==> src/rtl/prescaled_counter_if.sv <==
// Control/status bundle for prescaled_counter.
// The master side (system or bench) drives the controls and observes
// the count; the slave side is the counter itself.
interface prescaled_counter_if #(
  parameter int WIDTH = 32,
  parameter int OUT_W = 10
);
  logic             EN;
  logic             DIR;
  logic             SAT;
  logic             LOAD;
  logic [WIDTH-1:0] LOAD_VAL;
  logic [WIDTH-1:0] CNT;
  logic             TC;
  logic [OUT_W-1:0] LED;

  modport master (
    output EN, DIR, SAT, LOAD, LOAD_VAL,
    input  CNT, TC, LED
  );

  modport slave (
    input  EN, DIR, SAT, LOAD, LOAD_VAL,
    output CNT, TC, LED
  );
endinterface

==> src/rtl/prescaled_counter.sv <==
// Prescaled up/down counter with programmable upper limit, wrap or
// saturate behaviour, synchronous load and a one-cycle terminal-count
// pulse aligned with the count value it reports.
// Optional build macro PRESCALED_COUNTER_GRAY_EN: LED shows the Gray code
// of the upper CNT field instead of plain binary. CNT/TC are unaffected.
module prescaled_counter #(
  parameter int              WIDTH    = 32,
  parameter int              OUT_W    = 10,
  parameter int              PRESCALE = 1,
  parameter longint unsigned TOP      = (64'd1 << WIDTH) - 64'd1
) (
  input  logic               CLK,
  input  logic               RST_X,
  prescaled_counter_if.slave bus
);

  localparam int PRE_W = (PRESCALE > 1) ? $clog2(PRESCALE) : 1;

  localparam logic [WIDTH-1:0] TOP_W    = TOP[WIDTH-1:0];
  localparam logic [WIDTH-1:0] ONE_W    = WIDTH'(1);
  localparam logic [PRE_W-1:0] PRE_LAST = PRE_W'(PRESCALE - 1);
  localparam logic [PRE_W-1:0] PRE_ONE  = PRE_W'(1);

  logic [WIDTH-1:0] cnt_q, cnt_d;
  logic [PRE_W-1:0] pre_q, pre_d;
  logic             tc_q, tc_d;
  logic             tick;
  logic [OUT_W-1:0] led_field;

  assign tick = bus.EN && (pre_q == PRE_LAST);

  // Next-state: load beats tick; a tick coincident with a load is dropped.
  always_comb begin
    cnt_d = cnt_q;
    pre_d = pre_q;
    tc_d  = 1'b0;
    if (bus.LOAD) begin
      cnt_d = (bus.LOAD_VAL > TOP_W) ? TOP_W : bus.LOAD_VAL;
      pre_d = '0;
    end else if (bus.EN) begin
      pre_d = tick ? '0 : pre_q + PRE_ONE;
      if (tick) begin
        if (bus.DIR) begin
          if (cnt_q < TOP_W) begin
            cnt_d = cnt_q + ONE_W;
            tc_d  = bus.SAT && ((cnt_q + ONE_W) == TOP_W);
          end else if (!bus.SAT) begin
            cnt_d = '0;
            tc_d  = 1'b1;
          end
        end else begin
          if (cnt_q != '0) begin
            cnt_d = cnt_q - ONE_W;
            tc_d  = bus.SAT && (cnt_q == ONE_W);
          end else if (!bus.SAT) begin
            cnt_d = TOP_W;
            tc_d  = 1'b1;
          end
        end
      end
    end
  end

  // State registers with synchronous active-low reset.
  always_ff @(posedge CLK) begin
    if (!RST_X) begin
      cnt_q <= '0;
      pre_q <= '0;
      tc_q  <= 1'b0;
    end else begin
      cnt_q <= cnt_d;
      pre_q <= pre_d;
      tc_q  <= tc_d;
    end
  end

  assign led_field = cnt_q[WIDTH-1 -: OUT_W];

  // LED display of the upper count field, no added latency.
  always_comb begin
`ifdef PRESCALED_COUNTER_GRAY_EN
    bus.LED = led_field ^ (led_field >> 1);
`else
    bus.LED = led_field;
`endif
  end

  assign bus.CNT = cnt_q;
  assign bus.TC  = tc_q;

endmodule
==> src/flat_wrapper.sv <==
// flat-port wrapper written by rule: the top's interface ports become plain ports
module prescaled_counter_flat 
#(
  parameter int              WIDTH    = 32,
  parameter int              OUT_W    = 10,
  parameter int              PRESCALE = 1,
  parameter longint unsigned TOP      = (64'd1 << WIDTH) - 64'd1
)
  (CLK, RST_X, bus_EN, bus_DIR, bus_SAT, bus_LOAD, bus_LOAD_VAL, bus_CNT, bus_TC, bus_LED);
  prescaled_counter_if #(.WIDTH(WIDTH), .OUT_W(OUT_W)) bus_i ();
  input  logic CLK;
  input  logic RST_X;
  input wire logic [$bits(bus_i.EN)-1:0] bus_EN;
  input wire logic [$bits(bus_i.DIR)-1:0] bus_DIR;
  input wire logic [$bits(bus_i.SAT)-1:0] bus_SAT;
  input wire logic [$bits(bus_i.LOAD)-1:0] bus_LOAD;
  input wire logic [$bits(bus_i.LOAD_VAL)-1:0] bus_LOAD_VAL;
  output wire logic [$bits(bus_i.CNT)-1:0] bus_CNT;
  output wire logic [$bits(bus_i.TC)-1:0] bus_TC;
  output wire logic [$bits(bus_i.LED)-1:0] bus_LED;
  assign bus_i.EN = bus_EN;
  assign bus_i.DIR = bus_DIR;
  assign bus_i.SAT = bus_SAT;
  assign bus_i.LOAD = bus_LOAD;
  assign bus_i.LOAD_VAL = bus_LOAD_VAL;
  assign bus_CNT = bus_i.CNT;
  assign bus_TC = bus_i.TC;
  assign bus_LED = bus_i.LED;
  prescaled_counter #(.WIDTH(WIDTH), .OUT_W(OUT_W), .PRESCALE(PRESCALE), .TOP(TOP)) u_core (.CLK(CLK), .RST_X(RST_X), .bus(bus_i));
endmodule
==> config.mk <==
export PLATFORM = sky130hd
export DESIGN_NAME = prescaled_counter_flat
export DESIGN_NICKNAME = d
export VERILOG_FILES = /design/src/rtl/prescaled_counter_if.sv /design/src/rtl/prescaled_counter.sv /design/src/flat_wrapper.sv
export SDC_FILE = /design/constraint.sdc
export NUM_CORES = 1
export LEC_CHECK = 0
export CAP_MARGIN = 20
export CORE_ASPECT_RATIO = 1.2
export CORE_MARGIN = 1.5
export CORE_UTILIZATION = 31
export CTS_CLUSTER_SIZE = 20
export DETAILED_ROUTE_END_ITERATION = 10
export PLACE_DENSITY = 0.59
export SETUP_SLACK_MARGIN = 0.1
export SLEW_MARGIN = 40
export SYNTH_ARGS = -nofsm -noshare
export SYNTH_HDL_FRONTEND = slang
export SYNTH_SLANG_ARGS = --single-unit
==> constraint.sdc <==
create_clock -name CLK -period 2.2 [get_ports CLK]
set_input_delay 0.44 -clock CLK [delete_from_list [all_inputs] [get_ports CLK]]
set_output_delay 0.44 -clock CLK [all_outputs]
set_load 0.03 [all_outputs]
# Word-level counts from Yosys, hierarchy flattened
# Index checks and enable logic that the tools add are counted.
word_totals:
  regBits: 34
  elab_cells: 39
  inputBits: 38
  output_inout_bits: 43
op_classes:
  order_cmp: 2
  bitwise: 4
  reduce_logical: 9
  eq_ne: 4
  add_sub_neg: 3
  muxes: 14
ops:
  columns: ["cell", "n"]
  rows:
  - ["$mux W32", 9]
  - ["$add A32 B1 Y32 const B", 1]
  - ["$eq A32 B1 Y1 const B", 1]
  - ["$eq A32 B32 Y1 const B", 1]
  - ["$gt A32 B32 Y1 const B", 1]
  - ["$lt A32 B32 Y1 const B", 1]
  - ["$reduce_bool A32 Y1", 1]
  - ["$sub A32 B1 Y32 const B", 1]
  - ["$ne A4 B2 Y1 const B", 2]
  - ["$mux W1", 5]
  - ["$not A1 Y1", 4]
  - ["$reduce_and A4 Y1", 1]
  - ["$reduce_bool A2 Y1", 2]
  - ["$reduce_or A4 Y1", 1]
  - ["$logic_and A1 B1 Y1", 3]
  - ["$reduce_or A2 Y1", 1]
  - ["$add A1 B1 Y1 const B", 1]

# Depth between registers and ports, before layout
# Gate-level depths: netlist of run 1.
depth:
  depth_word: 6
  mapped_depth: 11
  ltp_nobuf: 7

# Least setup slack after synthesis of run 1
# OpenSTA, ideal clock, no wires.
synth_timing:
  path_kind: "reg-to-reg"
  startpoint: "register u_core.cnt_q[1] (netlist: u_core.bus.CNT[1])"
  endpoint: "register u_core.cnt_q[14] (netlist: u_core.bus.CNT[14])"
  setup_time_ps: 142
  t_arrival_ps: 2318
  path_buffers: 4
  setup_slack_ps: -261
  required_ps: 2058
  stages_incl_launch_ff: 12
  path_cell_list: "dfxtp_1 -> ha_1 -> and3_1 -> clkbuf_8 -> and3_1 -> clkbuf_1 -> a41oi_1 -> and2_1 -> buf_6 -> buf_6 -> o221ai_1 -> a21oi_1"
synth_between:
  elab_chain_len: 6
  word_cells_on_any_way: 13
synth_lines:
  columns: ["item", "line_no", "text"]
  rows:
  - ["start: declaration", "prescaled_counter.sv:24", "logic [WIDTH-1:0] cnt_q, cnt_d;"]
  - ["start signal: assignment", "prescaled_counter.sv:71", "cnt_q <= cnt_d;"]
  - ["$sub A32 B1 Y32, or another cell as far along", "prescaled_counter.sv:53", "cnt_d = cnt_q - ONE_W;"]
  - ["$mux W32, on equally long branches", "prescaled_counter.sv:52, prescaled_counter.sv:44", null]
  - ["$mux W32", "prescaled_counter.sv:43", "if (bus.DIR) begin"]
  - ["$mux W32", "prescaled_counter.sv:42", "if (tick) begin"]
  - ["$mux W32", "prescaled_counter.sv:40", "end else if (bus.EN) begin"]
  - ["$mux W32", "prescaled_counter.sv:37", "if (bus.LOAD) begin"]
# Several ways; a longest one is shown, not always the timed one. The select of a mux whose other input is x is not followed.
# A chain may end at the register's enable or synchronous reset.

# Worst setup path in the final report of run 1
layout_timing:
  startpoint: "register u_core.cnt_q[24] (netlist: u_core.bus.CNT[24])"
  endpoint: "register u_core.tc_q (netlist: u_core.bus.TC)"
layout_between:
  elab_chain_len: 5
  word_cells_on_any_way: 10
layout_lines:
  columns: ["item", "line_no", "text"]
  rows:
  - ["$add A32 B1 Y32", "prescaled_counter.sv:46", "tc_d = bus.SAT && ((cnt_q + ONE_W) == TOP_W);"]
  - ["$eq A32 B32 Y1", "prescaled_counter.sv:46", null]
  - ["$logic_and A1 B1 Y1", "prescaled_counter.sv:46", null]
  - ["$mux W1", "prescaled_counter.sv:44", "if (cnt_q < TOP_W) begin"]
  - ["$mux W1 (*)", "prescaled_counter.sv:43", null]
  - ["end signal: assignment", "prescaled_counter.sv:73", "tc_q <= tc_d;"]
  - ["end: declaration", "prescaled_counter.sv:26", "logic tc_q, tc_d;"]
# Every way passes the cells marked *; elsewhere a longest branch is shown, timed or not.

==> results.ini, run 1 <==
[clocking]
clock_sinks=34
root_buffer=clkbuf_16
cts_tree=done
clk_pin_slew_ps=60
numCtsBuffers=5
cts_htree_levels=2
clkLatencyLatePin_ps=290
cts_max_path_buffers=2

[final_layout]
final_cell_mix=155 x buf_4, 78 x clkdlybuf4s50_1, 37 x nand2_1
diodes=0
layout_commonest_cell=buf_4
final_cells=874
layout-drive-gt1-share_pct=48.81
areaGrowthSynthToFinish_pct=84.09
nNetsFinal=759
fin_area_sq_um=6864

[status]
outcome=finished, violations left
violations=negative setup slack

[place]
hpwl_microns=12710
gp_congestion=1.003
dpl.cell_count=830
port_buffers=80
postPlaceCellArea_sq_um=5684

[global_routing]
grt_start_max_net_pins=37
antenna_found_initial=0
grt_pass1_wl_microns=26440
gr-total-overflow=0
grt_pass1_vias=4925
grt.total_usage_pct=27.43

[detailed_routing]
vias=5085
drt_first_pass_iters=5
drcViolationCount=0
first_iter_violations=262
drt-total-wl_microns=17530
viasPerCell=5.818
ant_nets=0
routedWlPerCell_microns=20.06

[power_and_ir_drop]
p_per_area_nw_per_um2=463.7
p_sw_share_pct=35.42
p_clk_share_pct=31.4
leakage_uw=0.002590
p_int_uw=2055
power.net_switching_uw=1128
total_power_uw=3183
vdd_drop_max_mv=0.4173
p_seq_share_pct=23.3
power_frac_comb_pct=45.4

[yosys]
synthArstFlopShare_pct=0
syn_nets=544
ys_seq_area_share_pct=18.26
synthCells=501
synth_area_leaders=dfxtp_1 18%, nand4_1 4.2%, nand2_1 4.1%
synth_mux_area_share_pct=0.3020
synth_top_family_by_area=simple AND/OR/NAND/NOR gates
synth_top_area_share_pct=18.26
synth_xor_xnor_area_share_pct=5.168
synth_warnings=0
synth_compound_area_share_pct=29.46
ys.flop_type=dfxtp_1
yosysTopAreaCell=dfxtp_1
yosys_register_bits=34
yosys.area_share.adder_pct=1.678
synthesis.area_sq_um=3729
synth-edff-count=0
synth_simple_gate_area_share_pct=32.79
yosysUniqueCellTypes=82
syn_area_per_cell_sq_um=7.442

[timing]
slew_headroom_pct=59.69
finalCritPeriodShare_pct=103.8
worst_pin_slew_ps=602.7
finalClockSkew_ps=5.833
period_minus_slack_ps=2284
hold_viol_final=0
clock.fmax_mhz=437.9
rsz0062_at_grt=yes
hold_slack_ps=468.2
setup-violations-final=5
slew_viol_final=0
worst_slack_ps=-83.74

[setup_path]
critPathSlowestCell=or4_1
cpPeakStageDelay_ps=580
crit_path_end_kind=flop
path_max_fanout=5
crit_required_ps=2380
worstSetupPathType=reg2reg
crit_chain=buf_4 -> inv_1 -> or4_1 -> nor3_1 -> xor2_1 -> nand2_1 -> o41ai_2
arrival_ps=2460
start_kind=flop

[floorplanning]
die_area_sq_um=12700
ioPinCount=81
die_height_microns=123.1
num_rows=43
die_x_microns=103.1
core-area_sq_um=11620
initial_utilization_pct=32.08

[hold_path]
hold_class=reg2reg

[job]
drv_cap=0

## worst paths after layout
kind / start / to / depth (start not counted) / slack (ps)
worst max-delay path: u_core.bus.CNT[24] / u_core.bus.TC / 7 / -80
worst min-delay path: u_core.pre_q / u_core.pre_q / 1 / 470
worst min register to register: u_core.pre_q / u_core.pre_q / 1 / 470
worst max register to register: u_core.bus.CNT[24] / u_core.bus.TC / 7 / -80
## state kept, by name, summed over array words and instances (netlist names)
| name | cells |
|---|---|
| u_core.bus.TC | 1 |
| u_core.pre_q | 1 |
| u_core.bus.CNT | 32 |
## per-stage QoR
step / setup WS [ps] / TNS, ps / utilization, %
floorplan: -131.2 / -3140 / -
global placement: -466.2 / -10850 / 48.91
detailed placement: -509.5 / -11640 / 48.91
CTS: -12.68 / -45.29 / 56.12
global route: -125.8 / -913.2 / 59.07
finish: -83.74 / -109.7 / 59.07
## worst max-delay path, delay by kind of cell (launching register included)
| kind | cells | cell delay, ps |
|---|---|---|
| flops | 1 | 370 |
| buf+inv | 2 | 180 |
| simple gates | 3 | 1010 |
| compound gates | 1 | 400 |
| xor+xnor | 1 | 210 |
## cells in the mapped netlist (5+ instances only)
cell type  count
ha_1           5
xor2_1         9
dfxtp_1       34
clkbuf_1      26
a211oi_2       7
o221ai_1      14
nand3_1       23
nor2_1        25
o21ai_0       30
and3_1         9
nand4_1       25
a21oi_1       26
nand2_1       41
a31oi_1       15
or4_1          6
xnor2_1       13
buf_6          8
and4_1         5
buf_2         16
o21a_1         5
nor4_1         9
buf_4         14
nor3_1        16
or3_1         10
o31ai_1        5
inv_1         13
o211ai_1       6
## repair_timing
item / CTS / global route
hold endpoints to repair: 0 / 0
buffers inserted: 25 / 10
cloned: 1 / 0
setup endpoints to repair: 33 / 33
pin swaps: 51 / 50
resized for setup: 94 / 57
hold buffers: 0 / 0
## layout make-up
class,count,area (sq um)
multi-input combinational,385,3166
tap,157,196.4
clock inverter,2,60.06
sequential,34,747.0
timing repair buffer,276,2504
fill,1048,4757
inverter,14,52.55
clock buffer,6,138.9
## layer usage
metal	wire length, microns	GRT usage (%)
met1	7299	33.66
met5	0	0
met2	8759	48.27
met4	639	10.39
met3	832	3.618
## power by group through the flow
stage | clock (uW) | sequential (uW) | combinational [uW]
after detailed placement | 0 | 745 | 1210
after global routing | 1030 | 749 | 1520
final | 999 | 741 | 1440
after global placement | 0 | 745 | 1200
after CTS | 1000 | 735 | 1350
after floorplan | 0 | 826 | 579
## cells by family after synthesis
| logic type | after synthesis |
|---|---|
| and+or+nand+nor | 206 |
| AOI/OAI and AO/OA | 151 |
| buffers and inverters | 82 |
| DFF | 34 |
| xor gates and xnor gates | 22 |
| adders and majority gates | 5 |
| muxes | 1 |
Note: power is estimated with default switching activity, not from simulation.
==> run 2, diff against run 1 <==
--- a/config.mk
+++ b/config.mk
@@ -6,12 +6,15 @@
 export NUM_CORES = 1
 export LEC_CHECK = 0
 export CAP_MARGIN = 20
+export CELL_PAD_IN_SITES_DETAIL_PLACEMENT = 0
+export CELL_PAD_IN_SITES_GLOBAL_PLACEMENT = 1
 export CORE_ASPECT_RATIO = 1.2
 export CORE_MARGIN = 1.5
 export CORE_UTILIZATION = 31
 export CTS_CLUSTER_SIZE = 20
 export DETAILED_ROUTE_END_ITERATION = 10
-export PLACE_DENSITY = 0.59
+export DONT_BUFFER_PORTS = 1
+export PLACE_DENSITY = 0.64
 export SETUP_SLACK_MARGIN = 0.1
 export SLEW_MARGIN = 40
 export SYNTH_ARGS = -nofsm -noshare
==> run 2 against run 1 <==
The flow still finishes with violations (negative setup slack). Sequential power about the same. Clock skew about the same. Hold slack got worse by 250 ps. Non-clock buffer count decreased by 112. Sequential share of layout area increased by 2.4 points. Via count decreased by 12%. Combinational power decreased by 20%. Global-route usage decreased by 1.4 points. Critical endpoint is now u_core.bus.CNT[13]. Largest power group unchanged.
==> results.ini, run 2 (synthesis results as in run 1) <==
[clocking]
numCtsBuffers=5  ; unchanged
cts_tree=done  ; unchanged
clk_pin_slew_ps=60  ; about the same
holdBufCountCts=0  ; unchanged
cts_htree_levels=2  ; unchanged
clock_sinks=34  ; unchanged
cts_max_path_buffers=2  ; unchanged
root_buffer=clkbuf_16  ; unchanged
clkLatencyLatePin_ps=280  ; was 290 ps

[detailed_routing]
drcViolationCount=0  ; unchanged
routedWlPerCell_microns=21.61  ; was 20.06 microns
drt_first_pass_iters=5  ; unchanged
vias=4500  ; was 5085
ant_nets=0  ; unchanged
first_iter_violations=274  ; was 262
drt-total-wl_microns=16470  ; was 17530 microns
viasPerCell=5.906  ; was 5.818

[final_layout]
multi_input_area_sq_um=3025  ; was 3166 sq um
areaGrowthSynthToFinish_pct=49.83  ; was 84.09%
nNetsFinal=647  ; was 759
num-fill-cells=1211  ; was 1048
layout-drive-gt1-share_pct=50.25  ; was 48.81%
fin_area_sq_um=5587  ; was 6864 sq um
largest_reg_flops=32  ; unchanged
final_cells=762  ; was 874
diodes=0  ; unchanged
final_cell_mix=134 x buf_4, 38 x nand2_1, 26 x o21ai_0  ; was 155 x buf_4, 78 x clkdlybuf4s50_1, 37 x nand2_1
seq_area_sq_um=743.2  ; was 747.0 sq um
layout_commonest_cell=buf_4  ; unchanged

[setup_path]
crit_required_ps=2360  ; was 2380 ps
start_kind=flop  ; unchanged
crit_start=u_core.bus.CNT[17]  ; was u_core.bus.CNT[24]
cpPeakStageDelay_ps=510  ; was 580 ps
crit_path_end_kind=flop  ; unchanged
crit_chain=or4_4 -> nor4_4 -> nand4_1 -> and2_4 -> buf_12 -> nor2_4 -> and4bb_2  ; was buf_4 -> inv_1 -> or4_1 -> nor3_1 -> xor2_1 -> nand2_1 -> o41ai_2
critPathSlowestCell=or4_4  ; was or4_1
worstSetupPathType=reg2reg  ; unchanged
worstReg2RegStart=u_core.bus.CNT[17]  ; was u_core.bus.CNT[24]
path_max_fanout=8  ; was 5
arrival_ps=2410  ; was 2460 ps
cp_top_family=simple AND/OR/NAND/NOR gates  ; unchanged
crit_buf_inv=1  ; was 2

[power_and_ir_drop]
vdd_drop_max_mv=0.2856  ; was 0.4173 mV
p_per_area_nw_per_um2=470.8  ; was 463.7 nW/um^2
leakage_uw=0.002071  ; was 0.002590 uW

[floorplanning]
die_height_microns=123.1  ; unchanged
die_x_microns=103.1  ; unchanged
ioPinCount=81  ; unchanged
core-area_sq_um=11620  ; unchanged
die_area_sq_um=12700  ; unchanged
initial_utilization_pct=32.08  ; unchanged
num_rows=43  ; unchanged

[timing]
setup-violations-final=10  ; was 5
worst_pin_slew_ps=438.8  ; was 602.7 ps
slew_headroom_pct=70.65  ; was 59.69%
hold_slack_ps=220.6  ; was 468.2 ps
clock.fmax_mhz=444.3  ; was 437.9 MHz
hold_viol_final=0  ; unchanged
period_minus_slack_ps=2251  ; was 2284 ps
finalCritPeriodShare_pct=102.3  ; was 103.8%
worst_slack_ps=-50.51  ; was -83.74 ps
finalClockSkew_ps=6.211  ; was 5.833 ps
rsz0062_at_grt=yes  ; unchanged
slew_viol_final=0  ; unchanged

[status]
outcome=finished, violations left  ; unchanged
violations=negative setup slack  ; unchanged

[global_routing]
grt_pass1_wl_microns=24720  ; was 26440 microns
grt_start_max_net_pins=38  ; was 37
grt.total_usage_pct=26.07  ; was 27.43%
gr-total-overflow=0  ; unchanged
antenna_found_initial=0  ; unchanged
grt_pass1_vias=4388  ; was 4925

[place]
postPlaceCellArea_sq_um=4727  ; was 5684 sq um
port_buffers=0  ; was 80
gp_congestion=0.9449  ; was 1.003
dpl.cell_count=729  ; was 830
hpwl_microns=11880  ; was 12710 microns

[hold_path]
hold_class=in2reg  ; was reg2reg
min-delay-start=bus_EN  ; was u_core.pre_q

[job]
drv_cap=0  ; unchanged

==> run 2: per-layer routing <==
metal	part of all wire [%]	track usage [%]	routed length (microns)
met1	41	32.41	6756
met2	51	44.78	8359
met3	5.0	4.748	827
met4	3.2	9.122	522
met5	0	0	0
==> run 2: timing repair <==
action	CTS	global route
pin swaps	23	30
gates cloned	1	2
endpoints found under the setup margin	33	33
hold endpoints to repair	0	0
gates resized for setup	54	54
setup buffers	12	11
==> run 2: worst paths after layout <==
check | endpoint | depth (start not counted) | slack [ps]
max | u_core.bus.CNT[13] | 7 | -50
min | u_core.pre_q | 1 | 220
max reg2reg | u_core.bus.CNT[13] | 7 | -50
min reg2reg | u_core.pre_q | 1 | 470
==> run 2: layout make-up <==
| type | instances | area share (%) |
|---|---|---|
| multi-input combinational | 385 | 54.15 |
| sequential | 34 | 13.30 |
| clock buffer | 8 | 2.620 |
| tap | 157 | 3.516 |
| timing repair buffer | 164 | 25.46 |
| inverter | 14 | 0.9406 |
==> run 2: through the flow <==
stage / setup WS, ps / setup TNS [ps] / total power [uW] / util (%)
2_1_floorplan: -131.2 / -3140 / 1405 / -
3_3_place_gp: -170.2 / -486.5 / 1725 / 40.68
3_5_place_dp: -100.1 / -665.5 / 1732 / 40.68
4_1_cts: -22.60 / -62.48 / 2544 / 45.13
5_1_grt: -158.0 / -1871 / 2749 / 48.07
6_report: -50.51 / -184.4 / 2630 / 48.07
==> run 2: where the power goes <==
group | switching, uW | leakage, uW | internal, uW
clock | 287 | 0.0000712 | 453
combinational | 647 | 0.00171 | 503
sequential | 68.6 | 0.000294 | 673
total | 1000 | 0.00207 | 1630
==> run 2: worst reg2reg max path, delay by kind of cell, from the launching register on <==
kind          cells  cell delay [ps]
buf+inv           1              160
flops             1              360
simple gates      6             1620
==> run 3, diff against run 2 <==
--- a/config.mk
+++ b/config.mk
@@ -6,15 +6,15 @@
 export NUM_CORES = 1
 export LEC_CHECK = 0
 export CAP_MARGIN = 20
-export CELL_PAD_IN_SITES_DETAIL_PLACEMENT = 0
-export CELL_PAD_IN_SITES_GLOBAL_PLACEMENT = 1
+export CELL_PAD_IN_SITES_DETAIL_PLACEMENT = 1
+export CELL_PAD_IN_SITES_GLOBAL_PLACEMENT = 2
 export CORE_ASPECT_RATIO = 1.2
 export CORE_MARGIN = 1.5
 export CORE_UTILIZATION = 31
 export CTS_CLUSTER_SIZE = 20
 export DETAILED_ROUTE_END_ITERATION = 10
 export DONT_BUFFER_PORTS = 1
-export PLACE_DENSITY = 0.64
+export PLACE_DENSITY = 0.77
 export SETUP_SLACK_MARGIN = 0.1
 export SLEW_MARGIN = 40
 export SYNTH_ARGS = -nofsm -noshare
==> run 3 against run 2 <==
The run still ends with negative setup slack left. Final cell count grew 0.13%. Sequential share of layout area is 0.29 points higher. Maximum frequency fell by 4.5%. Cell area decreased by 2.4%. Hold slack barely moved. Clock power is 6.5% higher. Power up 1.5%. Setup slack got worse by 110 ps. Core utilization fell by 1.2 points. Combinational power about the same. Largest power group unchanged. Highest routed layer unchanged.
==> results.ini, run 3 (synthesis results as in run 1) <==
[timing]
period_minus_slack_ps=2358  ; was 2251 ps
finalClockSkew_ps=4.446  ; was 6.211 ps
clock.fmax_mhz=424.2  ; was 444.3 MHz
rsz0062_at_grt=yes  ; unchanged
hold_slack_ps=220.3  ; was 220.6 ps
slew_headroom_pct=59.76  ; was 70.65%
worst_slack_ps=-157.6  ; was -50.51 ps
slew_viol_final=0  ; unchanged
hold_viol_final=0  ; unchanged
worst_pin_slew_ps=598.0  ; was 438.8 ps
setup-violations-final=33  ; was 10
finalCritPeriodShare_pct=107.2  ; was 102.3%

[floorplanning]
num_rows=43  ; unchanged
die_x_microns=103.1  ; unchanged
die_height_microns=123.1  ; unchanged
initial_utilization_pct=32.08  ; unchanged
core-area_sq_um=11620  ; unchanged
die_area_sq_um=12700  ; unchanged
ioPinCount=81  ; unchanged

[power_and_ir_drop]
p_per_area_nw_per_um2=490.0  ; was 470.8 nW/um^2
leakage_uw=0.002029  ; was 0.002071 uW
total_power_uw=2671  ; was 2630 uW
vdd_drop_max_mv=0.2887  ; was 0.2856 mV

[place]
gp_congestion=0.9134  ; was 0.9449
pre_cts_slack_ps=-377.7  ; was -100.1 ps
postPlaceCellArea_sq_um=4822  ; was 4727 sq um
hpwl_microns=13070  ; was 11880 microns
dpl.cell_count=740  ; was 729
port_buffers=0  ; unchanged

[setup_path]
arrival_ps=2530  ; was 2410 ps
start_kind=flop  ; unchanged
worstSetupPathType=reg2reg  ; unchanged
crit_required_ps=2370  ; was 2360 ps
crit_path_end_kind=flop  ; unchanged
path_max_fanout=3  ; was 8

[final_layout]
fin_area_sq_um=5450  ; was 5587 sq um
diodes=0  ; unchanged
nNetsFinal=648  ; was 647
final_cell_mix=148 x buf_4, 39 x nand2_1, 26 x o21ai_0  ; was 134 x buf_4, 38 x nand2_1, 26 x o21ai_0
layout_commonest_cell=buf_4  ; unchanged
layout-drive-gt1-share_pct=47.52  ; was 50.25%
final_cells=763  ; was 762
largest_reg_flops=32  ; unchanged
areaGrowthSynthToFinish_pct=46.17  ; was 49.83%

[clocking]
clkLatencyLatePin_ps=290  ; was 280 ps
numCtsBuffers=5  ; unchanged
clock_sinks=34  ; unchanged
root_buffer=clkbuf_16  ; unchanged
cts_htree_levels=2  ; unchanged
cts_tree=done  ; unchanged
clk_pin_slew_ps=60  ; about the same
cts_max_path_buffers=2  ; unchanged
holdBufCountCts=0  ; unchanged

[detailed_routing]
drt_first_pass_iters=5  ; unchanged
drcViolationCount=0  ; unchanged
vias=4804  ; was 4500
ant_nets=0  ; unchanged
viasPerCell=6.296  ; was 5.906
first_iter_violations=387  ; was 274
drt-total-wl_microns=18760  ; was 16470 microns
routedWlPerCell_microns=24.58  ; was 21.61 microns

[hold_path]
hold_class=in2reg  ; unchanged

[status]
violations=negative setup slack  ; unchanged
outcome=finished, violations left  ; unchanged

[global_routing]
gr-total-overflow=0  ; unchanged
antenna_found_initial=0  ; unchanged
grt_start_max_net_pins=38  ; unchanged
grt_pass1_wl_microns=28150  ; was 24720 microns
grt_pass1_vias=5061  ; was 4388
grt.total_usage_pct=29.30  ; was 26.07%

[job]
drv_cap=0  ; unchanged

run 3: metrics by stage:
stage / utilization [%] / TNS (ps)
6_report: 46.90 / -3186
2_1_floorplan: - / -3140
4_1_cts: 45.71 / -2067
5_1_grt: 46.90 / -5138
3_3_place_gp: 41.49 / -2396
3_5_place_dp: 41.49 / -3472
run 3: worst paths after layout:
path                      startpoint                  to  slack (ps)  depth (start not counted)
setup / recovery  u_core.bus.CNT[26]  u_core.bus.CNT[31]        -160                          7
hold / removal                bus_EN        u_core.pre_q         220                          1
setup reg to reg  u_core.bus.CNT[26]  u_core.bus.CNT[31]        -160                          7
hold reg to reg         u_core.pre_q        u_core.pre_q         480                          1
run 3: worst max-delay path, cell delays in order, from the launching register on:
cell and delay, ps:
dfxtp_4 350, or4_4 550, buf_4 160, nor4b_1 420, nand4_1 200, xnor2_1 180
a221oi_2 280, nor2_1 80
run 3: per-layer routing:
layer / part of all wire (%) / global-route usage, % / vias to the layer above
met5: 0 / 0 / -
met4: 5.4 / 14.95 / 0
met3: 5.9 / 5.088 / 75
met2: 50 / 51.19 / 220
met1: 39 / 33.93 / 2389
li1: - / - / 2120
run 3: repair_timing:
item	in CTS	in global routing
resized for setup	47	26
pin swaps	20	26
endpoints found under the setup margin	33	33
cloned	1	0
endpoints found under the hold margin	0	0
setup buffers	10	5
run 3: report_power, final:
group | leakage, uW | switching, uW | internal (uW) | total [uW]
Combinational | 0.00166 | 679 | 474 | 1150
Clock | 0.0000776 | 308 | 479 | 787
Sequential | 0.000293 | 58.6 | 672 | 730
run 3: cell type report:
type                            instances  area, sq um
Multi-Input combinational cell        385         2945
Inverter                               14        52.55
Fill cell                            1434         6171
Clock inverter                          1        3.754
Clock buffer                            7        152.6
Timing Repair Buffer                  165         1359
Sequential cell                        34        740.7
Tap cell                              157        196.4
